<file path="config.mk">
export PLATFORM = sky130hd
export DESIGN_NAME = srdrive_loop
export DESIGN_NICKNAME = d
export VERILOG_FILES = /design/src/rtl/srdrive_pkg.sv /design/src/rtl/cmp_sync2.sv /design/src/rtl/srdrive_loop.sv
export SDC_FILE = /design/constraint.sdc
export NUM_CORES = 1
export LEC_CHECK = 0
export ABC_AREA = 1
export CORE_ASPECT_RATIO = 1.1
export CORE_MARGIN = 4
export CORE_UTILIZATION = 40
export CTS_CLUSTER_DIAMETER = 120
export CTS_CLUSTER_SIZE = 8
export DETAILED_ROUTE_END_ITERATION = 8
export PLACE_DENSITY_LB_ADDON = 0.15
export SETUP_SLACK_MARGIN = 0.5
export SLEW_MARGIN = 10
export SYNTH_ARGS = -nofsm -noshare
export SYNTH_HDL_FRONTEND = slang
export SYNTH_SLANG_ARGS = --single-unit
</file>
<file path="constraint.sdc">
create_clock -name clk -period 1.4 [get_ports clk]
set_input_delay 0.14 -clock clk [delete_from_list [all_inputs] [get_ports clk]]
set_output_delay 0.14 -clock clk [all_outputs]
set_load 0.01 [all_outputs]
</file>
<file path="src/rtl/srdrive_pkg.sv">
// Shared types and defaults for the SR-latch drive loop.
// The parameter legality helper keeps the rule in one place.
package srdrive_pkg;

  localparam int CNT_W      = 8;
  localparam int PERIOD_DEF = 100;
  localparam int SET_W_DEF  = 2;
  localparam int BLANK_DEF  = 8;
  localparam int MAXON_DEF  = 90;

  typedef enum logic [2:0] {
    ST_IDLE,
    ST_SET,
    ST_BLANK,
    ST_ON,
    ST_OFF
  } state_t;

  function automatic bit params_legal(input int per, input int set_w,
                                      input int blank, input int maxon);
    return (set_w > 0) && (set_w < blank) && (blank < maxon) &&
           (maxon < per) && (per <= 255);
  endfunction

endpackage

</file>
<file path="src/rtl/cmp_sync2.sv">
// Two-flop synchronizer for the asynchronous comparator trip.
module cmp_sync2 (
  input  logic clk,
  input  logic rstb,
  input  logic d,
  output logic q
);

  logic r_meta;
  logic r_sync;

  always_ff @(posedge clk) begin
    if (!rstb) begin
      r_meta <= 1'b0;
      r_sync <= 1'b0;
    end else begin
      r_meta <= d;
      r_sync <= r_meta;
    end
  end

  assign q = r_sync;

endmodule

</file>
<file path="src/rtl/srdrive_loop.sv">
// Peak-current style SR-latch drive loop: fixed period, set pulse, blanking,
// comparator or max-duty reset, and sticky latch-feedback fault detection.
//
// state | meaning
// IDLE  | disabled, latch held reset, cnt parked at 0
// SET   | set pulse driven, cnt 0..SET_W-1
// BLANK | leading-edge blanking, comparator ignored
// ON    | latch on, waiting for comparator trip or max duty
// OFF   | latch reset until the period wraps (or forever after a fault)
module srdrive_loop
  import srdrive_pkg::*;
#(
  parameter int PERIOD = PERIOD_DEF,
  parameter int SET_W  = SET_W_DEF,
  parameter int BLANK  = BLANK_DEF,
  parameter int MAXON  = MAXON_DEF
) (
  input  logic clk,
  input  logic rstb,
  input  logic CELV,
  input  logic CELG,
  input  logic SUB,
  input  logic en,
  input  logic cmp,
  input  logic q,
  output logic s,
  output logic r,
  output logic rb,
  output logic maxduty,
  output logic err
);

  if (!params_legal(PERIOD, SET_W, BLANK, MAXON)) begin : g_param_check
    $error("srdrive_loop: need 0 < SET_W < BLANK < MAXON < PERIOD <= 255");
  end

  localparam logic [CNT_W-1:0] L_PER_M1    = CNT_W'(PERIOD - 1);
  localparam logic [CNT_W-1:0] L_SET_END   = CNT_W'(SET_W - 1);
  localparam logic [CNT_W-1:0] L_BLANK_END = CNT_W'(BLANK - 1);
  localparam logic [CNT_W-1:0] L_MAXON_M1  = CNT_W'(MAXON - 1);

  // Supply/substrate pins only exist so the netlist matches the analog wrapper.
  logic w_unused_pins;
  assign w_unused_pins = CELV ^ CELG ^ SUB;

  logic w_cmp_s;

  cmp_sync2 u_cmp_sync (
    .clk  (clk),
    .rstb (rstb),
    .d    (cmp),
    .q    (w_cmp_s)
  );

  state_t           r_state;
  state_t           w_state_nxt;
  logic [CNT_W-1:0] r_cnt;
  logic [CNT_W-1:0] w_cnt_nxt;
  logic             r_off_prev;
  logic             r_s;
  logic             r_r;
  logic             r_rb;
  logic             r_maxduty;
  logic             r_err;
  logic             w_fb_fault;
  logic             w_err_nxt;
  logic             w_max_hit;
  logic             w_r_nxt;

  // The latch needs one cycle to fall after r rises, so OFF is only checked
  // from its second cycle.
  always_comb begin
    w_fb_fault  = ((r_state == ST_ON) && !q) ||
                  ((r_state == ST_OFF) && r_off_prev && q);
    w_err_nxt   = en && (r_err || w_fb_fault);
    w_max_hit   = 1'b0;
    w_state_nxt = r_state;
    w_cnt_nxt   = (r_cnt == L_PER_M1) ? '0 : r_cnt + 1'b1;
    if (!en) begin
      w_state_nxt = ST_IDLE;
      w_cnt_nxt   = '0;
    end else begin
      case (r_state)
        ST_IDLE: begin
          w_cnt_nxt = '0;
          if (!r_err) w_state_nxt = ST_SET;
        end
        ST_SET:   if (r_cnt == L_SET_END)   w_state_nxt = ST_BLANK;
        ST_BLANK: if (r_cnt == L_BLANK_END) w_state_nxt = ST_ON;
        ST_ON: begin
          if (w_fb_fault || w_cmp_s) begin
            w_state_nxt = ST_OFF;
          end else if (r_cnt == L_MAXON_M1) begin
            w_state_nxt = ST_OFF;
            w_max_hit   = 1'b1;
          end
        end
        ST_OFF:   if ((r_cnt == L_PER_M1) && !w_err_nxt) w_state_nxt = ST_SET;
        default:  w_state_nxt = ST_IDLE;
      endcase
    end
    w_r_nxt = (w_state_nxt == ST_IDLE) || (w_state_nxt == ST_OFF);
  end

  always_ff @(posedge clk) begin
    if (!rstb) begin
      r_state    <= ST_IDLE;
      r_cnt      <= '0;
      r_off_prev <= 1'b0;
      r_s        <= 1'b0;
      r_r        <= 1'b1;
      r_rb       <= 1'b0;
      r_maxduty  <= 1'b0;
      r_err      <= 1'b0;
    end else begin
      r_state    <= w_state_nxt;
      r_cnt      <= w_cnt_nxt;
      r_off_prev <= (r_state == ST_OFF);
      r_s        <= (w_state_nxt == ST_SET);
      r_r        <= w_r_nxt;
      r_rb       <= !w_r_nxt;
      r_maxduty  <= w_max_hit;
      r_err      <= w_err_nxt;
    end
  end

  assign s       = r_s;
  assign r       = r_r;
  assign rb      = r_rb;
  assign maxduty = r_maxduty;
  assign err     = r_err;

endmodule
</file>
---- After elaboration in Yosys (flattened, before gate mapping) ----
Index checks and enable logic that the tools add are counted.
word-level totals
  flip-flop bits (word level) ............. 19
  output and inout bits ................... 5
operators by class
  $add $sub $neg .......................... 1
  equal/unequal tests ..................... 10
  multiplexer cells ....................... 9
  bitwise gates (word level) .............. 3
  reduce and logical (&&, ||, !) cells .... 16
operators by type and width
  kind                                                                   number
  3-bit two-way mux                                                      7
  8-bit by 7-bit equality test with 1-bit output, second input constant  2
  3-bit one-hot mux with 5 select lines                                  1
  8-bit by 1-bit adder with 8-bit output, second input constant          1
  8-bit by 1-bit equality test with 1-bit output, second input constant  1
  8-bit by 3-bit equality test with 1-bit output, second input constant  1
  4-bit OR reduction                                                     2
  3-bit by 1-bit equality test with 1-bit output, second input constant  2
  3-bit by 2-bit equality test with 1-bit output, second input constant  2
  3-bit equality test, second input constant                             2
  3-bit logical NOT                                                      2
  1-bit logical AND                                                      5
  1-bit logical OR                                                       4
  1-bit logical NOT                                                      3
  1-bit inverter                                                         3
  1-bit two-way mux                                                      1

---- Longest topological paths before layout ----
  depth in word-level cells ............... 14
  gate-level depth with buffers ........... 9
  gate-level depth less buffers ........... 9

---- Hierarchy ----
From an unflattened synthesis, not the netlist that was laid out.
unflattened totals
  cell total of the unflattened synthesis .. 128
  area, all modules ....................... 895.9 µm²
modules (own cells, without submodules)
  module        instances  cells an instance  area each (µm²)  seq. area each (µm²)
  srdrive_loop  1          122                840.8            340.3
  cmp_sync2     1          6                  55.1             40.0

---- Worst setup path before layout ----
Ideal clock, no wire load.
  path kind ............................... register to register
  from .................................... reg r_cnt[0]
  to ...................................... reg r_cnt[6]
  arrival time ............................ 1.164 ns
  path slack .............................. 0.179 ns
  cell stages (with the launch flop) ...... 9
  period minus slack after synthesis ...... 1.221 ns
  cells stage by stage .................... dfxtp_1 > ha_1 > nand2_1 > nor2_1 > inv_1 > nor2_1 > nand2_1 > a21oi_1 > o21a_1
between the ends
  word-level cells in the longest chain between the ends .. 2
  elaborated cells on any way between the ends .. 3
RTL lines
  what                                                                                            line                 source
  start, declared                                                                                 srdrive_loop.sv:57   logic [CNT_W-1:0] r_cnt;
  start signal, assigned                                                                          srdrive_loop.sv:117  r_cnt <= w_cnt_nxt;
  parallel branches: the longest is 2 deep, another holds 8-bit by 1-bit adder with 8-bit output  -
Several ways; the timed one is not identified.
A chain may end at the register's enable or synchronous reset.

---- Worst setup path in the final report ----
  from .................................... reg r_cnt[1]
  to ...................................... reg r_rb (netlist: rb)
between the ends
  word-level cells in the longest chain between the ends .. 8
  elaborated cells on any way between the ends .. 16
RTL lines
  what                                                                      line                                    source
  8-bit by 7-bit equality test with 1-bit output, on equally long branches  srdrive_loop.sv:93, srdrive_loop.sv:98
  3-bit two-way mux / 1-bit logical AND (equally long branches)             srdrive_loop.sv:93, srdrive_loop.sv:98
  3-bit two-way mux, on equally long branches                               srdrive_loop.sv:91, srdrive_loop.sv:98
  3-bit one-hot mux with 5 select lines *                                   srdrive_loop.sv:83                      case (r_state)
  3-bit two-way mux *                                                       srdrive_loop.sv:79                      if (!en) begin
  3-bit equality test / 3-bit logical NOT (equally long branches)           srdrive_loop.sv:102                     w_r_nxt = (w_state_nxt == ST_IDLE) || (w_state_nxt == ST_OFF);
  1-bit logical OR *                                                        srdrive_loop.sv:102
  1-bit logical NOT *                                                       srdrive_loop.sv:121                     r_rb <= !w_r_nxt;
  end signal, assigned                                                      srdrive_loop.sv:121
  end, declared                                                             srdrive_loop.sv:62                      logic r_rb;
Mark *: on every way between the ends. The rest lies on a longest branch, timed or not.

==> results.md <==
* Residual DRC at 0
* Gr ovfl total at 0
* Row count at 18
* Clock skew at 0.0103 ns
* Num ports at 13
* Nets at 160
* Chip width at 54.6 um
* Synth top area share at 39.9%
* Synth unique cells at 23
* Pwr Total at 906 uW
* Leading area contributor after synthesis: dfxtp_1
* Crit-path cells: inv_2 -> ha_4 -> nor3b_4 -> nand2_2 -> nand3_2 -> nand3_2 -> nand2_2 -> nand2_1
* Final period utilization at 89.7%
* Global Route Usage Sum at 13.3%
* Fraction of layout cells with a size suffix above 1 at 44.3%
* DRT antenna net count at 0
* Rel. slew slack at 84.9%
* Final core utilization at 55.6%
* Leak at 0.609 nW
* P_int at 688 uW
* Syn Inst Count at 130
* TritonCTS clock tree: yes
* Critical path class: register to register
* N_diodes at 0
* Hpwl dp at 1370 um
* Largest net degree at the start of global routing at 11
* Vias in the first global route at 764
* Root Buffer: clkbuf_4
* Die Ht at 59.2 um
* Critical Path End Type: register
* First-pass GRT wire length at 3180 um
* Final Hold Viols at 0
* DR pass1 iterations at 4
* Yosys reg bits at 19
* Max stage delay cell, worst path: dfxtp_4
* PortBufs at 9
* Ranking of synthesized cells by area: dfxtp_1 (40%), nand2_1 (9.8%), inv_1 (9.4%), nor2_1 (7.5%), nand3_2 (6.3%)
* Clock network power share at 31.2%
* Starting Density at 42.3%
* Max cap viols at 0
* Switching Power at 218 uW
* Gate power share at 8.5%
* Max Fclk at 796 MHz
* Ys Warns at 0
* Setup violations, final at 0
* TNS Setup at 0 ns
* Cell Pwr Density at 724 nW/um2
* Status: completed
* Worst Hold Margin at 0.371 ns
* Worst-Skew Late Latency at 0.30 ns
* DIE AREA at 3230 um2
* Core box area at 2250 um2
* Num CTS Buffers at 3
* RSZ-0062 raised after global routing: true
* CP max FO at 3
* Worst Slack Setup Final at 0.144 ns
* CP max stage delay at 0.38 ns
* Fin. max-slew vios at 0
* Dpl ws at 0.0286 ns
* CP Data Arrival Time at 1.45 ns
* Hold_buf cts at 0
* Filler Cell Count at 240
* Post-Syn Nets at 140
* Minimum clock period at 1.26 ns
* Power share of the sequential group at 60.4%
* Post-Route WL at 1830 um
* Switching share of power at 24.1%
* Routed vias/inst at 4.53
* Initial DRC count at 10
* CTS clock-pin slew for the worst setup and hold paths at 0.12 ns
* Global placer's final weighted congestion at 0.845
* Slew @ Worst Pin at 0.225 ns
* Initial antenna violation count at 0
* Max VDD drop at 0.000642 V
* Clock tree buffer depth at 2
* Seq/Total Area, Yosys at 39.9%
* Mapped Avg Cell Area at 7.33 um2
* Netlist Area Pre-Place at 953 um2
* CP Data Required Time at 1.60 ns
* Routed length per placed instance at 10.2 um
* CP Launch Type: register
* P&R area growth vs syn at 31.4%
* Clock sink count at 19
* Worst hold path type: primary input to register
* Htree depth at 1
* Vias at 811
## state kept, by name (all words and copies together) (netlist names)
name / cells
err: 1
maxduty: 1
r: 1
r_cnt: 8
r_off_prev: 1
r_state: 3
rb: 1
s: 1
u_cmp_sync.q: 1
u_cmp_sync.r_meta: 1
## cell usage after synthesis, drive strengths merged
master and n:
a21oi 5, buf 1, dfxtp 19, ha 2
inv 25, nand2 30, nand3 12, nand3b 1
nor2 25, nor3 1, nor3b 3, o211ai 1
o21a 1, o21ai 2, o21bai 1, xor2 1
## per-stage QoR
step	cells	instance area (um2)
2_1_floorplan	130	986
3_3_place_gp	170	1120
3_5_place_dp	170	1120
4_1_cts	177	1190
5_1_grt	179	1250
6_report	179	1250
## worst paths after layout
path / from / to / slack [ns] / depth (start not counted)
worst min-delay path: cmp / u_cmp_sync.r_meta / 0.37 / 3
worst max-delay path: r_cnt[1] / rb / 0.14 / 8
worst min register to register: u_cmp_sync.r_meta / u_cmp_sync.q / 0.43 / 2
worst max register to register: r_cnt[1] / rb / 0.14 / 8
## placed cells by master, fill, tap and decap left out
cell / instances
dfxtp_1: 8
nor2_1: 13
nand2_1: 19
buf_2: 3
nor3b_4: 1
nand2_4: 1
buf_6: 2
nand3_2: 7
buf_4: 7
nor3b_1: 2
xor2_1: 1
clkbuf_4: 3
dfxtp_4: 7
o21ai_1: 2
clkbuf_1: 1
ha_4: 2
nand3b_1: 1
dfxtp_2: 4
a21oi_1: 5
inv_2: 6
o211ai_1: 1
nor2_4: 3
o21bai_1: 1
nand3_1: 5
nor3_4: 1
clkdlybuf4s50_1: 4
nand2_2: 10
o21a_1: 1
inv_1: 19
nor2_2: 9
## power groups by stage
stage	clock, mW	sequential [mW]	combinational, mW
final	0.282	0.547	0.0769
after global routing	0.312	0.548	0.0856
after CTS	0.293	0.549	0.0724
after detailed placement	0	0.570	0.0745
after global placement	0	0.569	0.0741
after floorplan	0	0.572	0.0371
## worst max-delay path, delay by kind of cell (launching register included)
kind / cells / cell delay (ns)
buffers and inverters: 1 / 0.06
adders and majority gates: 1 / 0.12
and+or+nand+nor: 6 / 0.60
DFF: 1 / 0.38
## kinds of logic (layout without fill, tap and decap cells)
group                    count (synthesis)  after routing  share of synthesized area (%)
XOR/XNOR                                 1              1                          0.919
AND/OR/NAND/NOR                         72             72                           39.9
flip-flops                              19             19                           39.9
adder cells (fa/ha/maj)                  2              2                           2.62
AO/OA/AOI/OAI                           10             10                           6.04
buffers and inverters                   26             45                           10.6
## timing repair
| item | 4_1_cts | 5_1_grt |
|---|---|---|
| pin swaps | 11 | 8 |
| setup buffers | 3 | 2 |
| gates cloned | 0 | 0 |
| endpoints found under the setup margin | 21 | 21 |
| gates resized for setup | 38 | 16 |
## layer usage
metal,up-vias,wire (um),GRT usage [%]
met3,2,66,2.52
met1,362,889,18.4
li1,436,-,-
met2,11,859,20.7
met4,0,15,4.27
met5,-,0,0
## area by class of cell
| class | count | area (um2) | area share (%) |
|---|---|---|---|
| timing repair buffer | 16 | 130 | 10.4 |
| inverter | 25 | 93.8 | 7.49 |
| multi-input combinational | 85 | 553 | 44.2 |
| clock buffer | 4 | 26.3 | 2.10 |
| tap | 30 | 37.5 | 3.00 |
| sequential | 19 | 412 | 32.9 |
(Power assumes the default switching activity.)
